<file path="src/rtl/trace_logger_pkg.sv">
// Shared constants, record layout and serialiser state encoding for the bus trace logger.
package trace_pkg;

  localparam logic [3:0]  TRACE_MAGIC = 4'hA;
  localparam int unsigned REC_W       = 32;
  localparam int unsigned REC_BYTES   = 4;
  localparam int unsigned BYTE_W      = 8;

  // Record layout, MSB byte first on the wire:
  // [31:28] magic, [27] ovf, [26] 0, [25] sync, [24] rnw, [23:8] addr, [7:0] data
  localparam int unsigned REC_OVF_BIT  = 27;
  localparam int unsigned REC_SYNC_BIT = 25;
  localparam int unsigned REC_RNW_BIT  = 24;
  localparam int unsigned REC_ADDR_LSB = 8;
  localparam int unsigned REC_DATA_LSB = 0;

  typedef enum logic [2:0] {
    IDLE,
    POP,
    LOAD,
    START,
    DATA,
    STOP
  } tx_state_e;

  function automatic logic [REC_W-1:0] pack_record(
    input logic        ovf,
    input logic        sync,
    input logic        rnw,
    input logic [15:0] addr,
    input logic [7:0]  data
  );
    return {TRACE_MAGIC, ovf, 1'b0, sync, rnw, addr, data};
  endfunction

endpackage

</file>
<file path="src/rtl/trace_uart_tx.sv">
// 8N1 transmitter: owns the bit-period counter, the 10-bit frame shift and the txd pin.
module trace_uart_tx #(
  parameter int unsigned CLKS_PER_BIT = 434
) (
  input  logic       clk,
  input  logic       reset,
  input  logic       load,
  input  logic [7:0] tx_byte,
  output logic       txd,
  output logic       bit_end,
  output logic       done
);

  localparam int unsigned CW = $clog2(CLKS_PER_BIT + 1);

  logic [CW-1:0] clk_cnt;
  logic [3:0]    bit_cnt;
  logic [9:0]    frame;
  logic          active;

  assign bit_end = active && (clk_cnt == CW'(CLKS_PER_BIT - 1));
  assign done    = bit_end && (bit_cnt == 4'd9);

  always_ff @(posedge clk or posedge reset) begin
    if (reset) begin
      txd     <= 1'b1;
      active  <= 1'b0;
      clk_cnt <= '0;
      bit_cnt <= '0;
      frame   <= '1;
    end else if (load) begin
      txd     <= 1'b0;
      frame   <= {1'b1, tx_byte, 1'b0};
      active  <= 1'b1;
      clk_cnt <= '0;
      bit_cnt <= '0;
    end else if (active) begin
      if (bit_end) begin
        clk_cnt <= '0;
        if (bit_cnt == 4'd9) begin
          active <= 1'b0;
        end else begin
          // frame[0] is the bit currently on txd; advance to the next one
          txd     <= frame[1];
          frame   <= {1'b1, frame[9:1]};
          bit_cnt <= bit_cnt + 4'd1;
        end
      end else begin
        clk_cnt <= clk_cnt + 1'b1;
      end
    end
  end

endmodule

</file>
<file path="src/rtl/trace_logger.sv">
// Captures CPU bus cycles into a record FIFO and streams each record as four 8N1 bytes on txd.
module trace_logger
  import trace_pkg::*;
#(
  parameter int unsigned CLKS_PER_BIT = 434,
  parameter int unsigned FIFO_AW      = 4,
  parameter int unsigned SYNC_ONLY    = 0
) (
  input  logic        clk,
  input  logic        reset,
  input  logic        enable,
  input  logic        cyc_valid,
  input  logic [15:0] cyc_addr,
  input  logic [7:0]  cyc_data,
  input  logic        cyc_rnw,
  input  logic        cyc_sync,
  output logic        txd,
  output logic        busy,
  output logic [7:0]  dropped
);

  localparam int unsigned DEPTH = 1 << FIFO_AW;

  logic [REC_W-1:0] mem [DEPTH];
  logic [FIFO_AW:0] wr_ptr, rd_ptr;
  logic             empty, full, accept, push, drop, pending_ovf;
  logic [REC_W-1:0] rec_in, shift_rec;
  logic [1:0]       byte_idx;
  logic [2:0]       dbit;
  logic             pop, load, bit_end, done;
  tx_state_e        state, state_nx;

  assign empty  = (wr_ptr == rd_ptr);
  assign full   = (wr_ptr[FIFO_AW] != rd_ptr[FIFO_AW]) &&
                  (wr_ptr[FIFO_AW-1:0] == rd_ptr[FIFO_AW-1:0]);
  assign accept = cyc_valid && enable && ((SYNC_ONLY == 0) || cyc_sync);
  // Full comes from the registered pointers, so a same-edge pop never rescues a push
  assign push   = accept && !full;
  assign drop   = accept && full;
  assign rec_in = pack_record(pending_ovf, cyc_sync, cyc_rnw, cyc_addr, cyc_data);
  assign busy   = (state != IDLE) || !empty;

  always_ff @(posedge clk) begin
    if (push) mem[wr_ptr[FIFO_AW-1:0]] <= rec_in;
  end

  always_ff @(posedge clk or posedge reset) begin
    if (reset) begin
      wr_ptr      <= '0;
      rd_ptr      <= '0;
      pending_ovf <= 1'b0;
      dropped     <= '0;
    end else begin
      if (push) wr_ptr <= wr_ptr + 1'b1;
      if (pop)  rd_ptr <= rd_ptr + 1'b1;
      if (drop) begin
        pending_ovf <= 1'b1;
        if (dropped != 8'hFF) dropped <= dropped + 8'd1;
      end else if (push) begin
        pending_ovf <= 1'b0;
      end
    end
  end

  always_ff @(posedge clk or posedge reset) begin
    if (reset) state <= IDLE;
    else       state <= state_nx;
  end

  always_comb begin
    state_nx = state;
    case (state)
      IDLE:  if (!empty) state_nx = POP;
      POP:   state_nx = LOAD;
      LOAD:  state_nx = START;
      START: if (bit_end) state_nx = DATA;
      DATA:  if (bit_end && dbit == 3'd7) state_nx = STOP;
      STOP:
        if (done) begin
          if (byte_idx != 2'(REC_BYTES - 1)) state_nx = LOAD;
          else if (!empty)                   state_nx = POP;
          else                               state_nx = IDLE;
        end
      default: state_nx = IDLE;
    endcase
  end

  always_comb begin
    pop  = (state == POP);
    load = (state == LOAD);
  end

  always_ff @(posedge clk or posedge reset) begin
    if (reset) begin
      shift_rec <= '0;
      byte_idx  <= '0;
      dbit      <= '0;
    end else begin
      if (pop) begin
        shift_rec <= mem[rd_ptr[FIFO_AW-1:0]];
        byte_idx  <= '0;
      end
      if (state == START && bit_end) dbit <= '0;
      if (state == DATA && bit_end)  dbit <= dbit + 3'd1;
      if (state == STOP && done && byte_idx != 2'(REC_BYTES - 1)) begin
        byte_idx  <= byte_idx + 2'd1;
        shift_rec <= shift_rec << BYTE_W;
      end
    end
  end

  trace_uart_tx #(
    .CLKS_PER_BIT(CLKS_PER_BIT)
  ) u_uart (
    .clk     (clk),
    .reset   (reset),
    .load    (load),
    .tx_byte (shift_rec[REC_W-1 -: BYTE_W]),
    .txd     (txd),
    .bit_end (bit_end),
    .done    (done)
  );

endmodule

</file>
<file path="config.mk">
export PLATFORM = sky130hd
export DESIGN_NAME = trace_logger
export DESIGN_NICKNAME = d
export VERILOG_FILES = /design/src/rtl/trace_logger_pkg.sv /design/src/rtl/trace_uart_tx.sv /design/src/rtl/trace_logger.sv
export SDC_FILE = /design/constraint.sdc
export NUM_CORES = 1
export LEC_CHECK = 0
export BUFFER_PORTS_ARGS = -buffer_cell sky130_fd_sc_hd__buf_2
export CELL_PAD_IN_SITES_DETAIL_PLACEMENT = 1
export CELL_PAD_IN_SITES_GLOBAL_PLACEMENT = 2
export CORE_MARGIN = 1.5
export CORE_UTILIZATION = 48
export DETAILED_ROUTE_END_ITERATION = 16
export PLACE_DENSITY = 0.83
export SYNTH_ARGS = -nofsm -noshare
export SYNTH_HDL_FRONTEND = slang
export SYNTH_SLANG_ARGS = --single-unit
</file>
<file path="constraint.sdc">
create_clock -name clk -period 8.3 [get_ports clk]
set_input_delay 0.415 -clock clk [delete_from_list [all_inputs] [get_ports clk]]
set_output_delay 0.415 -clock clk [all_outputs]
set_load 0.005 [all_outputs]
</file>
Word level (Yosys, flattened, before mapping)
Memory sizes are Yosys's and may differ from the RTL's.
Cells that the tools add are included.

cells by class
  $add $sub $neg = 7
  multiply operators = 0
  divide/modulo/power cells = 0
  magnitude comparators = 0
  eq/ne operators = 18
  shifts and indexed selects = 0
  mux-type cells = 36
  bitwise logic cells = 0
  reduce and logical (&&, ||, !) cells = 24

operators with widths
  kind                                                  count
  two-way mux 32 bit                                    2
  two-way mux 10 bit                                    4
  two-way mux 9 bit                                     3
  two-way mux 3 bit                                     6
  case mux 3 bit (6 select lines)                       1
  two-way mux 4 bit                                     4
  two-way mux 1 bit                                     13
  != test 2 bit (second input constant)                 6
  logical AND 1 bit                                     11
  adder 5 x 1 -> 5 bit (second input constant)          2
  nonzero test 2 bit                                    5
  adder 9 x 1 -> 9 bit (second input constant)          1
  equality test 3 bit (second input constant)           3
  equality test 9 bit (second input constant)           1
  adder 8 x 1 -> 8 bit (second input constant)          1
  != test 8 bit (second input constant)                 1
  equality test 3 x 2 -> 1 bit (second input constant)  2
  two-way mux 2 bit                                     3
  equality test 5 bit                                   1
  adder 4 x 1 -> 4 bit (second input constant)          1
  equality test 4 bit                                   1
  equality test 4 bit (second input constant)           1
  AND reduction 4 bit                                   1
  adder 3 x 1 -> 3 bit (second input constant)          1
  other kinds (9)                                       10

word-level totals
  bits in registers = 84
  bits in latches = 0
  memory bits (writable) = 432
  bits in read-only memories = 0
  bits of input ports = 30
  memories kept = 1

memories
  memory  words  bits a word  read ports  clocked after memory_dff  write ports  RTL line            source
  mem     16     27           1           0                         1            trace_logger.sv:24  logic [REC_W-1:0] mem [DEPTH];

Logic depth before layout (Yosys ltp)
  depth after elaboration = 6
  gate-level depth with buffers = 9

By module
From an unflattened synthesis, not the netlist that was laid out.

unflattened totals
  cells, all modules = 1,136
  area, all modules = 20,387.1 um2

by module, submodules not included
  module         times used  cells each  area each (um2)
  trace_logger   1           1,027       19,175.9
  trace_uart_tx  1           109         1,211.2

Least setup slack after synthesis
Ideal clock, no wire load.

  kind = register to register
  from = register rd_ptr[3]
  to = memory mem[3][0] (netlist bit) (enable)
  arrival = 3.182 ns
  path slack = 4.673 ns
  stages on the path, launching flop included = 8
  path buffers = 2
  clock period less this slack = 3.627 ns
  path through = dfrtp_1 clkbuf_1 xor2_1 nor4_1 a21oi_1 clkbuf_1 nand2_1 nor3_1

between the ends
  word-level cells in the longest chain between the ends = 6

RTL lines
  element                                  RTL line            source
  from (decl)                              trace_logger.sv:25  logic [FIFO_AW:0] wr_ptr, rd_ptr;
  from (signal assigned)                   trace_logger.sv:55  if (pop) rd_ptr <= rd_ptr + 1'b1;
  equality test 4 bit                      trace_logger.sv:35  (wr_ptr[FIFO_AW-1:0] == rd_ptr[FIFO_AW-1:0]);
  logical AND 1 bit                        trace_logger.sv:34  assign full = (wr_ptr[FIFO_AW] != rd_ptr[FIFO_AW]) &&
  zero test 1 bit                          trace_logger.sv:38  assign push = accept && !full;
  logical AND 1 bit                        trace_logger.sv:38
  two-way mux 1 bit                        trace_logger.sv:44  if (push) mem[wr_ptr[FIFO_AW-1:0]] <= rec_in;
  two-way mux 1 bit (not written as such)  trace_logger.sv:44
  to (decl)                                trace_logger.sv:24

No other way between the ends.

Worst setup path in the final report
  from = register rd_ptr[1]
  to = memory mem[2][1] (netlist bit) (enable)

Same word-level chain as after synthesis.

==> metrics.md <==
| Metric | Value |
|---|---|
| Status | `finished clean` |
| Hold Buf Count CTS | `1` |
| IO Pins | `40` |
| PortBufs | `39` |
| Unique masters post-synth | `51` |
| H-tree Lvls | `2` |
| Die ar. | `43,200 µm²` |
| Worst R2R Start | `rd_ptr[1]$_DFFE_PP0P_` |
| Number of synthesized flops with an enable pin | `432` |
| Min-delay worst type | `primary input to register` |
| RSZ-0062 raised after global routing | `false` |
| Antenna-violating nets left | `0` |
| Final setup skew | `0.0365 ns` |
| Worst-Skew Late Latency | `0.62 ns` |
| Area grow syn2layout | `12.2%` |
| Slew at the pin closest to its max-slew limit | `1.11 ns` |
| Nets@finish | `1,137` |
| Drt drc | `0` |
| #FFs+latches synth | `514` |
| DR WL/cell | `26.6 µm` |
| Relative slew slack | `26.2%` |
| Die height | `208 µm` |
| TritonRoute pass-1 iters | `5` |
| WS Path Type | `register to register` |
| First-pass GRT wire length | `67,800 µm` |
| Leakage | `0.00756 µW` |
| Yosys warns | `0` |
| Vias in the first global route | `10,700` |
| Detail-routed via count per cell | `6.01` |
| Die Wd | `208 µm` |
| Mapped cell area | `20,100 µm²` |
| Dpl ws | `4.40 ns` |
| Core ar. | `41,100 µm²` |
| Peak VDD IR | `198 µV` |
| Min cycle time layout | `3.52 ns` |
| Post-Syn Instances | `1,041` |
| GPL Wtd Cong | `0.728` |
| Final setup viols | `0` |
| Min setup slack post-route | `4.78 ns` |
| Via count | `10,000` |
| Initial antenna violation count | `3` |
| Largest net degree at the start of global routing | `67` |
| Crit path DAT | `3.73 ns` |
| # resized after CTS | `0` |
| Gr usage total | `21.3%` |
| Post-CTS Setup Bufs | `0` |
| Clk root buf | `clkbuf_16` |
| Ys async rst share | `16.0%` |
| Sink Count | `514` |
| Initial Util | `49.0%` |
| Layout cells sized above 1 | `23.2%` |
| Net Count, Synth | `1,084` |
| Post-DP HPWL | `24,700 µm` |
| Clock slew at reported path FFs | `0.06 ns` |
| Hold Path Origin | `cyc_valid` |
| Slew Limit Fails | `0` |
| Site Rows | `74` |
| Max clock buf depth | `3` |
| Worst endpoint required time | `8.51 ns` |
| Initial DRC Count | `901` |
| Post-route setup TNS | `0 ns` |
| Cell area power density | `306 nW/µm²` |
| CTS Buf Count | `54` |
| Ys flop type | `edfxtp_1` |
| Max frequency | `284 MHz` |
| CTS tree | `done` |
| Hold_ws | `0.0923 ns` |
| Total routed wirelength | `44,500 µm` |
| Final Hold Viols | `0` |
| Register area share after synthesis | `74.7%` |
| Worst setup EP type | `register` |
| Crit Path Max Fanout | `66` |
| Crit share post-route | `42.4%` |
| Critical path startpoint category | `register` |
| CP startpoint | `rd_ptr[1]$_DFFE_PP0P_` |
| Mean Syn Cell Area | `19.3 µm²` |
| Max Cap Viol | `0` |
| Total grt overflow | `0` |
## layout make-up
class,instances,area (µm²)
flip-flops and latches,514,15000
repair buffers,54,310
clock buffers,74,1430
inverters,6,23.8
well taps,532,666
multi-input cells,464,4850
clock inverters,27,265
diodes,1,2.50
fillers,3637,18500
## registers in the layout (all words and copies together) (netlist names)
register,cells
state,3
shift_rec,32
byte_idx,2
mem,432
u_uart.bit_cnt,4
u_uart.active,1
wr_ptr,5
dbit,3
u_uart.frame,9
pending_ovf,1
rd_ptr,5
dropped,8
u_uart.clk_cnt,9
## per-stage QoR
stage               cells  total power [µW]  cell area, µm²  util [%]
floorplan            1041              4260           20100         -
global placement     1569              4620           20900      50.8
detailed placement   1569              4680           20900      50.8
CTS                  1671              6980           22600      54.9
global route         1672              7180           22600      54.9
finish               1672              6920           22600      54.9
## Yosys cell counts, drive strengths merged, types with 9 or more instances
master,instances,area share [%]
o21ai,40,0.99
nor2,21,0.39
dfrtp,73,9.1
mux2i,64,3.2
nand2,44,0.82
ha,13,0.81
and3,20,0.62
a22oi,33,1.2
dfstp,9,1.2
mux4,94,11
xor2,16,0.70
edfxtp,432,64
nand3,14,0.35
xnor2,13,0.57
a221o,21,1.0
clkbuf,31,0.58
buf,26,0.73
## where the power goes
| group | leakage [µW] | internal [µW] | switching (µW) |
|---|---|---|---|
| clock network | 0.000822 | 1310 | 998 |
| logic | 0.00182 | 664 | 642 |
| registers | 0.00491 | 3040 | 268 |
| total | 0.00756 | 5010 | 1910 |
## kinds of logic (layout without fill, tap and decap cells)
family	after synthesis	in the layout	share of synthesized area, %
compound gates	120	120	4.15
xor+xnor	29	29	1.26
fa+ha+maj	13	13	0.808
buf+inv	63	161	1.42
flops	514	514	74.7
mux	162	162	13.9
other cells	0	1	0
simple gates	140	140	3.74
## per-layer routing
metal,routed length [µm],vias to the layer above,track usage [%]
met1,19300,5343,29.0
met2,21300,267,34.3
met3,2400,101,4.28
met5,28,-,0
met4,1430,4,7.88
li1,-,4329,-
## critical path: stages, from the launching register on
cell	delay [ns]
dfrtp_4	1.05
xor2_1	0.23
nor4_1	0.12
a21oi_2	0.61
and3_2	1.05
## cell usage in the layout (no fill, tap or decap), types with 8 or more instances in the layout
cell	n
dfrtp_1	70
dfstp_2	9
ha_1	13
mux4_2	94
clkbuf_16	54
a22oi_1	33
nand3_1	14
o21ai_0	39
clkbuf_1	20
nand2_1	44
clkinv_2	12
a221o_1	21
buf_4	14
buf_2	39
xnor2_1	13
nor2_1	21
mux2i_1	64
edfxtp_1	432
xor2_1	16
and3_2	15
nor2b_1	8
## worst paths after layout
| kind | endpoint | slack (ns) | cells past startpoint |
|---|---|---|---|
| min in group asynchronous | dropped[5]$_DFFE_PP0P_ | 0.41 | 3 |
| max in group asynchronous | rd_ptr[1]$_DFFE_PP0P_ | 6.67 | 4 |
| setup / recovery | mem[2][1]$_DFFE_PP_ | 4.78 | 4 |
| hold reg to reg | dropped[5]$_DFFE_PP0P_ | 0.49 | 1 |
| setup reg to reg | mem[2][1]$_DFFE_PP_ | 4.78 | 4 |
| hold / removal | pending_ovf$_DFFE_PP0P_ | 0.09 | 3 |
(Power assumes the default switching activity.)
